<file path="config.mk">
export PLATFORM = sky130hd
export DESIGN_NAME = dcache_mem_arbiter
export DESIGN_NICKNAME = d
export VERILOG_FILES = /design/src/rtl/lsu_pkg.sv /design/src/rtl/rr_arb2.sv /design/src/rtl/dcache_mem_arbiter.sv
export SDC_FILE = /design/constraint.sdc
export NUM_CORES = 1
export LEC_CHECK = 0
export ABC_CLOCK_PERIOD_IN_PS = 1670
export CELL_PAD_IN_SITES_DETAIL_PLACEMENT = 1
export CELL_PAD_IN_SITES_GLOBAL_PLACEMENT = 2
export CORE_ASPECT_RATIO = 0.9
export CORE_MARGIN = 8
export CORE_UTILIZATION = 21
export DETAILED_ROUTE_END_ITERATION = 8
export GPL_TIMING_DRIVEN = 0
export PLACE_DENSITY = 0.85
export RECOVER_POWER = 50
export SKIP_LAST_GASP = 1
export SLEW_MARGIN = 40
export SYNTH_ARGS = -nofsm -noshare
export SYNTH_HDL_FRONTEND = slang
export SYNTH_SLANG_ARGS = --single-unit
</file>
<file path="constraint.sdc">
create_clock -name core_clock_i -period 1.67 [get_ports core_clock_i]
set_input_delay 0.334 -clock core_clock_i [delete_from_list [all_inputs] [get_ports core_clock_i]]
set_output_delay 0.334 -clock core_clock_i [all_outputs]
set_load 0.05 [all_outputs]
</file>
<file path="src/rtl/lsu_pkg.sv">
// Shared definitions for the data-side memory arbiter: FSM states, line geometry
// and address slice positions.
package lsu_pkg;

  localparam int unsigned LINE_BEATS    = 16;
  localparam int unsigned OFFSET_BITS   = 7;  // 128-byte line
  localparam int unsigned INDEX_BITS    = 5;  // addr[11:7]
  localparam int unsigned BEAT_OFF_BITS = 3;  // 8-byte beat
  localparam int unsigned BEAT_BITS     = 4;

  typedef enum logic [2:0] {
    ST_IDLE,
    ST_REQ,
    ST_REFILL,
    ST_SINGLE,
    ST_DONE
  } arb_state_e;

  typedef enum logic {
    OWNER_LQ = 1'b0,
    OWNER_SB = 1'b1
  } owner_e;

endpackage

</file>
<file path="src/rtl/rr_arb2.sv">
// Two-input round-robin arbiter; the pointer moves to the other input after
// every grant taken while advance_i is high.
module rr_arb2 (
  input  logic       clk_i,
  input  logic       rst_i,
  input  logic [1:0] req_i,
  input  logic       advance_i,
  output logic [1:0] gnt_o
);

  // ptr_q = 0 favours req_i[0]
  logic ptr_q, ptr_d;

  always_comb begin
    gnt_o = '0;
    ptr_d = ptr_q;
    if (req_i[0] && (!req_i[1] || !ptr_q)) begin
      gnt_o[0] = 1'b1;
    end else if (req_i[1]) begin
      gnt_o[1] = 1'b1;
    end
    if (advance_i && (|gnt_o)) begin
      ptr_d = gnt_o[0];
    end
  end

  always_ff @(posedge clk_i) begin
    if (rst_i) begin
      ptr_q <= 1'b0;
    end else begin
      ptr_q <= ptr_d;
    end
  end

endmodule

</file>
<file path="src/rtl/dcache_mem_arbiter.sv">
// Data-side memory bus owner: arbitrates load-queue misses/uncached reads and
// store-buffer writes, and sequences 16-beat line refills into the data BRAM.
module dcache_mem_arbiter
  import lsu_pkg::*;
#(
  parameter int unsigned LINE_BEATS = lsu_pkg::LINE_BEATS
) (
  input  logic        core_clock_i,
  input  logic        core_reset_i,
  input  logic        core_flush_i,
  input  logic        lq_req_i,
  input  logic [31:0] lq_addr_i,
  input  logic [1:0]  lq_op_i,
  input  logic        lq_uncached_i,
  input  logic        lq_way_i,
  output logic        lq_cmp_o,
  output logic [31:0] lq_data_o,
  input  logic        sb_req_i,
  input  logic [31:0] sb_addr_i,
  input  logic [31:0] sb_data_i,
  input  logic [3:0]  sb_bm_i,
  output logic        sb_cmp_o,
  output logic        bus_req_valid_o,
  input  logic        bus_req_ready_i,
  output logic [31:0] bus_addr_o,
  output logic        bus_we_o,
  output logic        bus_burst_o,
  output logic [63:0] bus_wdata_o,
  output logic [7:0]  bus_bm_o,
  input  logic        bus_rsp_valid_i,
  input  logic [63:0] bus_rsp_data_i,
  input  logic        bus_rsp_last_i,
  output logic        refill_wr_en_o,
  output logic [9:0]  refill_wr_addr_o,
  output logic [63:0] refill_wr_data_o,
  output logic        tag_wr_en_o,
  output logic        tag_wr_way_o,
  output logic [23:0] tag_wr_line_o
);

  localparam logic [BEAT_BITS-1:0] LAST_BEAT = BEAT_BITS'(LINE_BEATS - 1);

  arb_state_e  state_q, state_d;
  owner_e      owner_q, owner_d;
  logic        burst_q, burst_d;
  logic        we_q, we_d;
  logic [31:0] addr_q, addr_d;
  logic [63:0] wdata_q, wdata_d;
  logic [7:0]  bm_q, bm_d;
  logic        way_q, way_d;
  logic [BEAT_BITS-1:0] beat_q, beat_d;
  logic        last_seen_q, last_seen_d;
  logic [31:0] lq_data_q, lq_data_d;
  logic        wr_en_q, wr_en_d;
  logic [9:0]  wr_addr_q, wr_addr_d;
  logic [63:0] wr_data_q, wr_data_d;
  logic        tag_en_q, tag_en_d;
  logic        tag_way_q, tag_way_d;
  logic [23:0] tag_line_q, tag_line_d;

  logic [1:0]  gnt;
  logic        unused_inputs;

  // Flush never aborts a transaction; op size is extended by the LQ itself.
  assign unused_inputs = ^{core_flush_i, lq_op_i, sb_addr_i[1:0]};

  rr_arb2 u_arb (
    .clk_i     (core_clock_i),
    .rst_i     (core_reset_i),
    .req_i     ({sb_req_i, lq_req_i}),
    .advance_i (state_q == ST_IDLE),
    .gnt_o     (gnt)
  );

  always_comb begin
    state_d     = state_q;
    owner_d     = owner_q;
    burst_d     = burst_q;
    we_d        = we_q;
    addr_d      = addr_q;
    wdata_d     = wdata_q;
    bm_d        = bm_q;
    way_d       = way_q;
    beat_d      = beat_q;
    last_seen_d = last_seen_q;
    lq_data_d   = lq_data_q;
    wr_en_d     = 1'b0;
    wr_addr_d   = wr_addr_q;
    wr_data_d   = wr_data_q;
    tag_en_d    = 1'b0;
    tag_way_d   = tag_way_q;
    tag_line_d  = tag_line_q;

    unique case (state_q)
      ST_IDLE: begin
        beat_d      = '0;
        last_seen_d = 1'b0;
        if (gnt[0]) begin
          owner_d = OWNER_LQ;
          burst_d = !lq_uncached_i;
          we_d    = 1'b0;
          way_d   = lq_way_i;
          wdata_d = '0;
          bm_d    = '0;
          addr_d  = lq_uncached_i ? lq_addr_i
                                  : {lq_addr_i[31:OFFSET_BITS], {OFFSET_BITS{1'b0}}};
          state_d = ST_REQ;
        end else if (gnt[1]) begin
          owner_d = OWNER_SB;
          burst_d = 1'b0;
          we_d    = 1'b1;
          way_d   = 1'b0;
          wdata_d = {sb_data_i, sb_data_i};
          bm_d    = sb_addr_i[BEAT_OFF_BITS-1] ? {sb_bm_i, 4'b0000} : {4'b0000, sb_bm_i};
          addr_d  = {sb_addr_i[31:BEAT_OFF_BITS], {BEAT_OFF_BITS{1'b0}}};
          state_d = ST_REQ;
        end
      end
      ST_REQ: begin
        if (bus_req_ready_i) begin
          state_d = burst_q ? ST_REFILL : ST_SINGLE;
        end
      end
      ST_REFILL: begin
        // last_seen_q marks the cycle the final BRAM write is on the port
        if (last_seen_q) begin
          state_d = ST_DONE;
        end else if (bus_rsp_valid_i) begin
          wr_en_d   = 1'b1;
          wr_addr_d = {way_q, addr_q[OFFSET_BITS+INDEX_BITS-1:OFFSET_BITS], beat_q};
          wr_data_d = bus_rsp_data_i;
          beat_d    = beat_q + 1'b1;
          if (beat_q == LAST_BEAT) begin
            tag_en_d   = 1'b1;
            tag_way_d  = way_q;
            tag_line_d = addr_q[30:OFFSET_BITS];
          end
          if (bus_rsp_last_i) begin
            last_seen_d = 1'b1;
          end
        end
      end
      ST_SINGLE: begin
        if (bus_rsp_valid_i) begin
          if (!we_q) begin
            lq_data_d = addr_q[BEAT_OFF_BITS-1] ? bus_rsp_data_i[63:32]
                                                : bus_rsp_data_i[31:0];
          end
          state_d = ST_DONE;
        end
      end
      ST_DONE: begin
        state_d = ST_IDLE;
      end
      default: begin
        state_d = ST_IDLE;
      end
    endcase
  end

  always_ff @(posedge core_clock_i) begin
    if (core_reset_i) begin
      state_q     <= ST_IDLE;
      owner_q     <= OWNER_LQ;
      burst_q     <= 1'b0;
      we_q        <= 1'b0;
      addr_q      <= '0;
      wdata_q     <= '0;
      bm_q        <= '0;
      way_q       <= 1'b0;
      beat_q      <= '0;
      last_seen_q <= 1'b0;
      lq_data_q   <= '0;
      wr_en_q     <= 1'b0;
      wr_addr_q   <= '0;
      wr_data_q   <= '0;
      tag_en_q    <= 1'b0;
      tag_way_q   <= 1'b0;
      tag_line_q  <= '0;
    end else begin
      state_q     <= state_d;
      owner_q     <= owner_d;
      burst_q     <= burst_d;
      we_q        <= we_d;
      addr_q      <= addr_d;
      wdata_q     <= wdata_d;
      bm_q        <= bm_d;
      way_q       <= way_d;
      beat_q      <= beat_d;
      last_seen_q <= last_seen_d;
      lq_data_q   <= lq_data_d;
      wr_en_q     <= wr_en_d;
      wr_addr_q   <= wr_addr_d;
      wr_data_q   <= wr_data_d;
      tag_en_q    <= tag_en_d;
      tag_way_q   <= tag_way_d;
      tag_line_q  <= tag_line_d;
    end
  end

  assign bus_req_valid_o  = (state_q == ST_REQ);
  assign bus_addr_o       = addr_q;
  assign bus_we_o         = we_q;
  assign bus_burst_o      = burst_q;
  assign bus_wdata_o      = wdata_q;
  assign bus_bm_o         = bm_q;
  assign lq_cmp_o         = (state_q == ST_DONE) && (owner_q == OWNER_LQ);
  assign sb_cmp_o         = (state_q == ST_DONE) && (owner_q == OWNER_SB);
  assign lq_data_o        = lq_data_q;
  assign refill_wr_en_o   = wr_en_q;
  assign refill_wr_addr_o = wr_addr_q;
  assign refill_wr_data_o = wr_data_q;
  assign tag_wr_en_o      = tag_en_q;
  assign tag_wr_way_o     = tag_way_q;
  assign tag_wr_line_o    = tag_line_q;

`ifndef SYNTHESIS
  always_ff @(posedge core_clock_i) begin
    if (!core_reset_i && state_q == ST_REFILL && !last_seen_q && bus_rsp_valid_i) begin
      a_early_last : assert (!bus_rsp_last_i || beat_q == LAST_BEAT);
      a_missing_last : assert (bus_rsp_last_i || beat_q != LAST_BEAT);
    end
  end
`endif

endmodule

</file>
# Yosys cells after proc, flatten, opt, wreduce, memory -nomap -nowiden
# Index checks and enable logic that the tools add are counted.
word_totals:
  register_bits: 249
  in_bits: 176
  out_inout_bits: 242
  word_cells: 86
classes:
  addsub: 1
  n_eq_ne: 11
  n_mux: 33
  n_bitwise: 4
  n_reduce_logical: 20
op_table:
  columns: ["cell", "count"]
  rows:
  - ["$mux W64", 2]
  - ["$mux W32", 3]
  - ["$mux W8", 3]
  - ["$mux W3", 5]
  - ["$mux W1", 14]
  - ["$pmux W3 S4", 1]
  - ["$reduce_and A3 Y1", 3]
  - ["$mux W4", 2]
  - ["$ne A2 B2 Y1 const B", 4]
  - ["$pmux W4 S2", 1]
  - ["$reduce_and A4 Y1", 2]
  - ["$mux W7", 1]
  - ["$eq A3 B2 Y1 const B", 2]
  - ["$add A4 B1 Y4 const B", 1]
  - ["$eq A4 B4 Y1 const B", 1]
  - ["$logic_and A1 B1 Y1", 4]
  - ["$not A1 Y1", 4]
  - ["$reduce_bool A2 Y1", 2]
  - ["$reduce_or A4 Y1", 1]
  - ["$eq A3 B1 Y1 const B", 1]
  - ["$eq A3 B3 Y1 const B", 1]
  - ["$logic_not A1 Y1", 3]
  - ["$logic_not A3 Y1", 1]
  - ["$ne A3 B3 Y1 const B", 1]
  - ["6 further kinds", 6]

# Logic depth before layout (Yosys ltp)
depth:
  word_depth: 7
  depth_mapped: 7
  ltp_nobuf: 4

# Hierarchy
# A second synthesis with hierarchy kept.
unflattened:
  hier_cells: 1009
  area_unflattened_um2: 8603.3
modules_own_cells:
  columns: ["mod", "n_inst", "cells_per_inst", "area_each_um2"]
  rows:
  - ["dcache_mem_arbiter", 1, 1002, 8538.2]
  - ["rr_arb2", 1, 7, 65.1]

# Least setup slack after synthesis
# Ideal clock, no wire load.
synth_timing:
  path_type: "reg2out"
  startpoint: "register state_q[2]"
  endpoint: "output lq_cmp_o"
  arrival_time_ns: 2.290
  slack_ns: -0.954
  stages_incl_launch_ff: 3
  cell_sequence: "dfxtp_1 -> clkbuf_1 -> nor4b_1"
synth_between:
  elab_chain_len: 2
synth_lines:
  columns: ["item", "line_no", "text"]
  rows:
  - ["from (decl)", "dcache_mem_arbiter.sv:43", "arb_state_e state_q, state_d;"]
  - ["from (signal assigned)", "dcache_mem_arbiter.sv:181", "state_q <= state_d;"]
  - ["$eq A3 B3 Y1", "dcache_mem_arbiter.sv:207", "assign lq_cmp_o = (state_q == ST_DONE) && (owner_q == OWNER_LQ);"]
  - ["$logic_and A1 B1 Y1", "dcache_mem_arbiter.sv:207", null]
  - ["to (decl)", "dcache_mem_arbiter.sv:16", "output logic lq_cmp_o,"]
# Every way passes these cells.

# Worst setup path in the final report
layout_timing:
  startpoint: "register state_q[1]"
  endpoint: "output lq_cmp_o"
# Same word-level chain as after synthesis.

==> flow_metrics.py <==
metrics = {
    "logic_synthesis": {
        "synthDistinctLibCells": 44,
        "async_reset_ff_frac": 0,
        "ys_seq_area_frac": 0.470,
        "synth_top_cell_by_area": "dfxtp_1",
        "yosysTopAreaCellShare": 0.470,
        "syn-num-nets": 1179,
        "synth.most_common_cell": "dfxtp_1",
        "synth_area_leaders": "dfxtp_1 47%, a21oi_1 7.9%, mux2i_1 6.3%, o21ai_0 6.1%, nand3_1 4.3%",
        "ys_ff_latch": 217,
        "synth_cells": 1002,
        "yosys-top-cells-count": "217 x dfxtp_1, 146 x a21oi_1, 113 x o21ai_0, 80 x clkbuf_1, 79 x nand3_1",
        "synthFlopType": "dfxtp_1",
        "synth-edff-count": 0,
        "yosys_warnings": 0,
        "syn_area_per_cell_um2": 9.23,
        "syn-cell-area_um2": 9250,
    },
    "hold_path": {
        "hp-start": "sb_data_i[11]",
        "whs_endpoint": "bus_wdata_o[43]",
        "hold_class": "input port to flop",
        "whs_path_depth": 3,
    },
    "sta": {
        "relSlewSlack": 0.450,
        "rsz0062_at_grt": "yes",
        "skew_ns": 0.0170,
        "finalSetupTns_ns": -38.97,
        "max_freq_mhz": 473,
        "slew_viol_final": 0,
        "finalHoldViolCount": 0,
        "setup_viol": 215,
        "post-route-period-util": 1.27,
        "period_minus_slack_ns": 2.12,
        "worstMarginPinSlew_ns": 0.825,
        "fin_ws_ns": -0.446,
    },
    "floorplan": {
        "die_x_um": 237,
        "initial_core_util": 0.211,
        "dieArea_um2": 51000,
        "placementRows": 73,
        "coreArea_um2": 43800,
        "pin_count": 418,
        "fp.dieH_um": 215,
    },
    "place": {
        "portBuffers": 411,
        "pre_cts_slack_ns": -0.981,
        "gp_congestion": 0.818,
        "dp_cells": 1975,
        "placed_area_um2": 14100,
        "hpwl_um": 36800,
    },
    "setup_path": {
        "critical_path_required_ns": 1.34,
        "reg2reg_depth": 8,
        "worstPathArrival_ns": 1.78,
        "crit_fanout": 4,
        "critical_path.top_delay_family": "simple AND/OR/NAND/NOR gates",
        "r2r_setup_slack_ns": -0.35,
        "cp_slowest_cell": "nor4b_4",
        "crit_buf_inv": 2,
        "endpoint_kind": "primary output",
        "r2r-end": "bus_addr_o[2]",
        "cp_cell_sequence": "clkbuf_16 > nor4b_4 > buf_6",
        "max_stage_delay_ns": 0.48,
        "cp-start-kind": "flop",
        "rr_startpoint": "state_q[1]",
        "cp_num_cells": 3,
        "critPathKind": "flop to primary output",
    },
    "cts": {
        "cts_root_buffer": "clkbuf_16",
        "cts_buffers": 27,
        "clk_latency_ns": 0.55,
        "cts_sinks": 217,
        "path_clk_slew_ns": 0.06,
        "cts_tree": "done",
        "hold_buffers": 0,
        "h-tree-depth": 1,
        "clock_path_buffers": 3,
    },
    "power": {
        "p_total_mw": 17.8,
        "p_per_area_nw_per_um2": 1050,
        "irDropWorstVdd_v": 0.000638,
        "power.leakage_nw": 6.08,
    },
    "final_layout": {
        "nNetsFinal": 1684,
        "area_growth_syn_to_layout_pct": 82.9,
        "instances_no_fill": 2091,
        "fillerInstances": 4889,
        "layout-drive-gt1-share": 0.440,
        "design_area_um2": 16900,
    },
    "global_routing": {
        "grt_usage": 0.177,
        "gr-total-overflow": 0,
        "grt_pass1_vias": 10900,
        "grt_pass1_wl_um": 70200,
        "grt_max_degree": 14,
        "antenna_found_initial": 8,
    },
    "detailed_routing": {
        "drtIter0Drc": 547,
        "wl_per_cell_um": 24.1,
        "dr.pass1.iters": 5,
        "vias": 10200,
        "drc": 0,
        "vias_per_cell": 4.87,
        "ant_nets": 0,
        "drt-total-wl_um": 50300,
    },
    "run_status": {
        "outcome": "complete, but fails checks",
        "violations": "negative setup slack",
    },
    "flow_run": {
        "maxCapViolations": 0,
    },
}
## worst register-to-register path, delay by kind of cell, from the launching register on
family,cells,cell delay (ns)
compound gates,2,0.49
flops,1,0.37
simple gates,1,0.36
buf+inv,5,0.68
## sequential cells by signal, indices dropped and copies added (netlist names)
signal            flops
refill_wr_data_o     64
bus_addr_o           32
bus_wdata_o          32
lq_data_o            32
tag_wr_line_o        24
refill_wr_addr_o     10
bus_bm_o              8
beat_q                4
state_q               3
bus_burst_o           1
bus_we_o              1
last_seen_q           1
refill_wr_en_o        1
tag_wr_en_o           1
tag_wr_way_o          1
u_arb.ptr_q           1
way_q                 1
## how the worst max path moves through the flow
stage,start,end,slack (ns)
3_5_place_dp,bus_rsp_valid_i,refill_wr_data_o[50],-0.98
4_1_cts,state_q[0],lq_cmp_o,-0.56
5_1_grt,state_q[1],lq_cmp_o,-0.48
3_3_place_gp,bus_rsp_valid_i,refill_wr_data_o[49],-1.58
2_1_floorplan,state_q[2],sb_cmp_o,-0.03
6_report,state_q[1],lq_cmp_o,-0.45
## layout make-up
class | count | area (um2) | share of cell area
inverters | 9 | 33.8 | 0.00200
diodes | 7 | 17.5 | 0.00104
clock buffers | 38 | 767 | 0.0453
repair buffers | 480 | 4680 | 0.277
clock inverters | 6 | 109 | 0.00643
flip-flops and latches | 217 | 4370 | 0.258
multi-input cells | 629 | 5020 | 0.297
plain buffers | 143 | 1220 | 0.0719
well taps | 562 | 703 | 0.0416
## cells in the final DEF (no fill, tap or decap), drive strengths merged, types with 2 or more instances in the layout
cell / n
nor4b: 26
nor2: 3
nor4bb: 2
nor4: 9
nor2b: 4
inv: 10
bufinv: 3
a32o: 4
diode: 7
clkdlybuf4s15: 113
nor3b: 3
a21oi: 146
nand3: 79
clkinv: 2
buf: 171
a22o: 7
nand2b: 54
nor3: 5
clkdlybuf4s50: 168
a221o: 29
nand4: 34
a31oi: 4
a211oi: 32
clkbuf: 202
or3: 5
dfxtp: 217
clkdlybuf4s18: 6
mux2i: 58
o21ai: 113
## routing by layer
| metal | wire (um) | GRT usage |
|---|---|---|
| met1 | 20700 | 0.208 |
| met5 | 13 | 0 |
| met2 | 24500 | 0.301 |
| met3 | 3110 | 0.0508 |
| met4 | 2000 | 0.0712 |
## metrics by stage
stage / hold WS (ns) / util
5_1_grt: 0.346 / 0.386
3_5_place_dp: 0.468 / 0.322
2_1_floorplan: 0.454 / -
4_1_cts: 0.331 / 0.351
3_3_place_gp: 0.450 / 0.322
6_report: 0.363 / 0.386
## cells by family after synthesis
kind of cell             Yosys count  share of synthesized area
adder cells (fa/ha/maj)            1                    0.00135
AND/OR/NAND/NOR                  229                      0.162
buffers and inverters            156                     0.0864
AO/OA/AOI/OAI                    341                      0.218
flip-flops                       217                      0.470
multiplexers                      58                     0.0628
## timing repair
action                                   CTS  global route
setup buffers                             22            31
endpoints found under the setup margin   457           280
pin swaps                                  7            94
gates resized for setup                 1005           613
cloned                                     5            15
## report_power, final
part / internal [mW] / switching (mW)
Sequential: 5.50 / 0.319
Clock: 3.62 / 2.39
Combinational: 2.40 / 3.59
(Power assumes the default switching activity.)
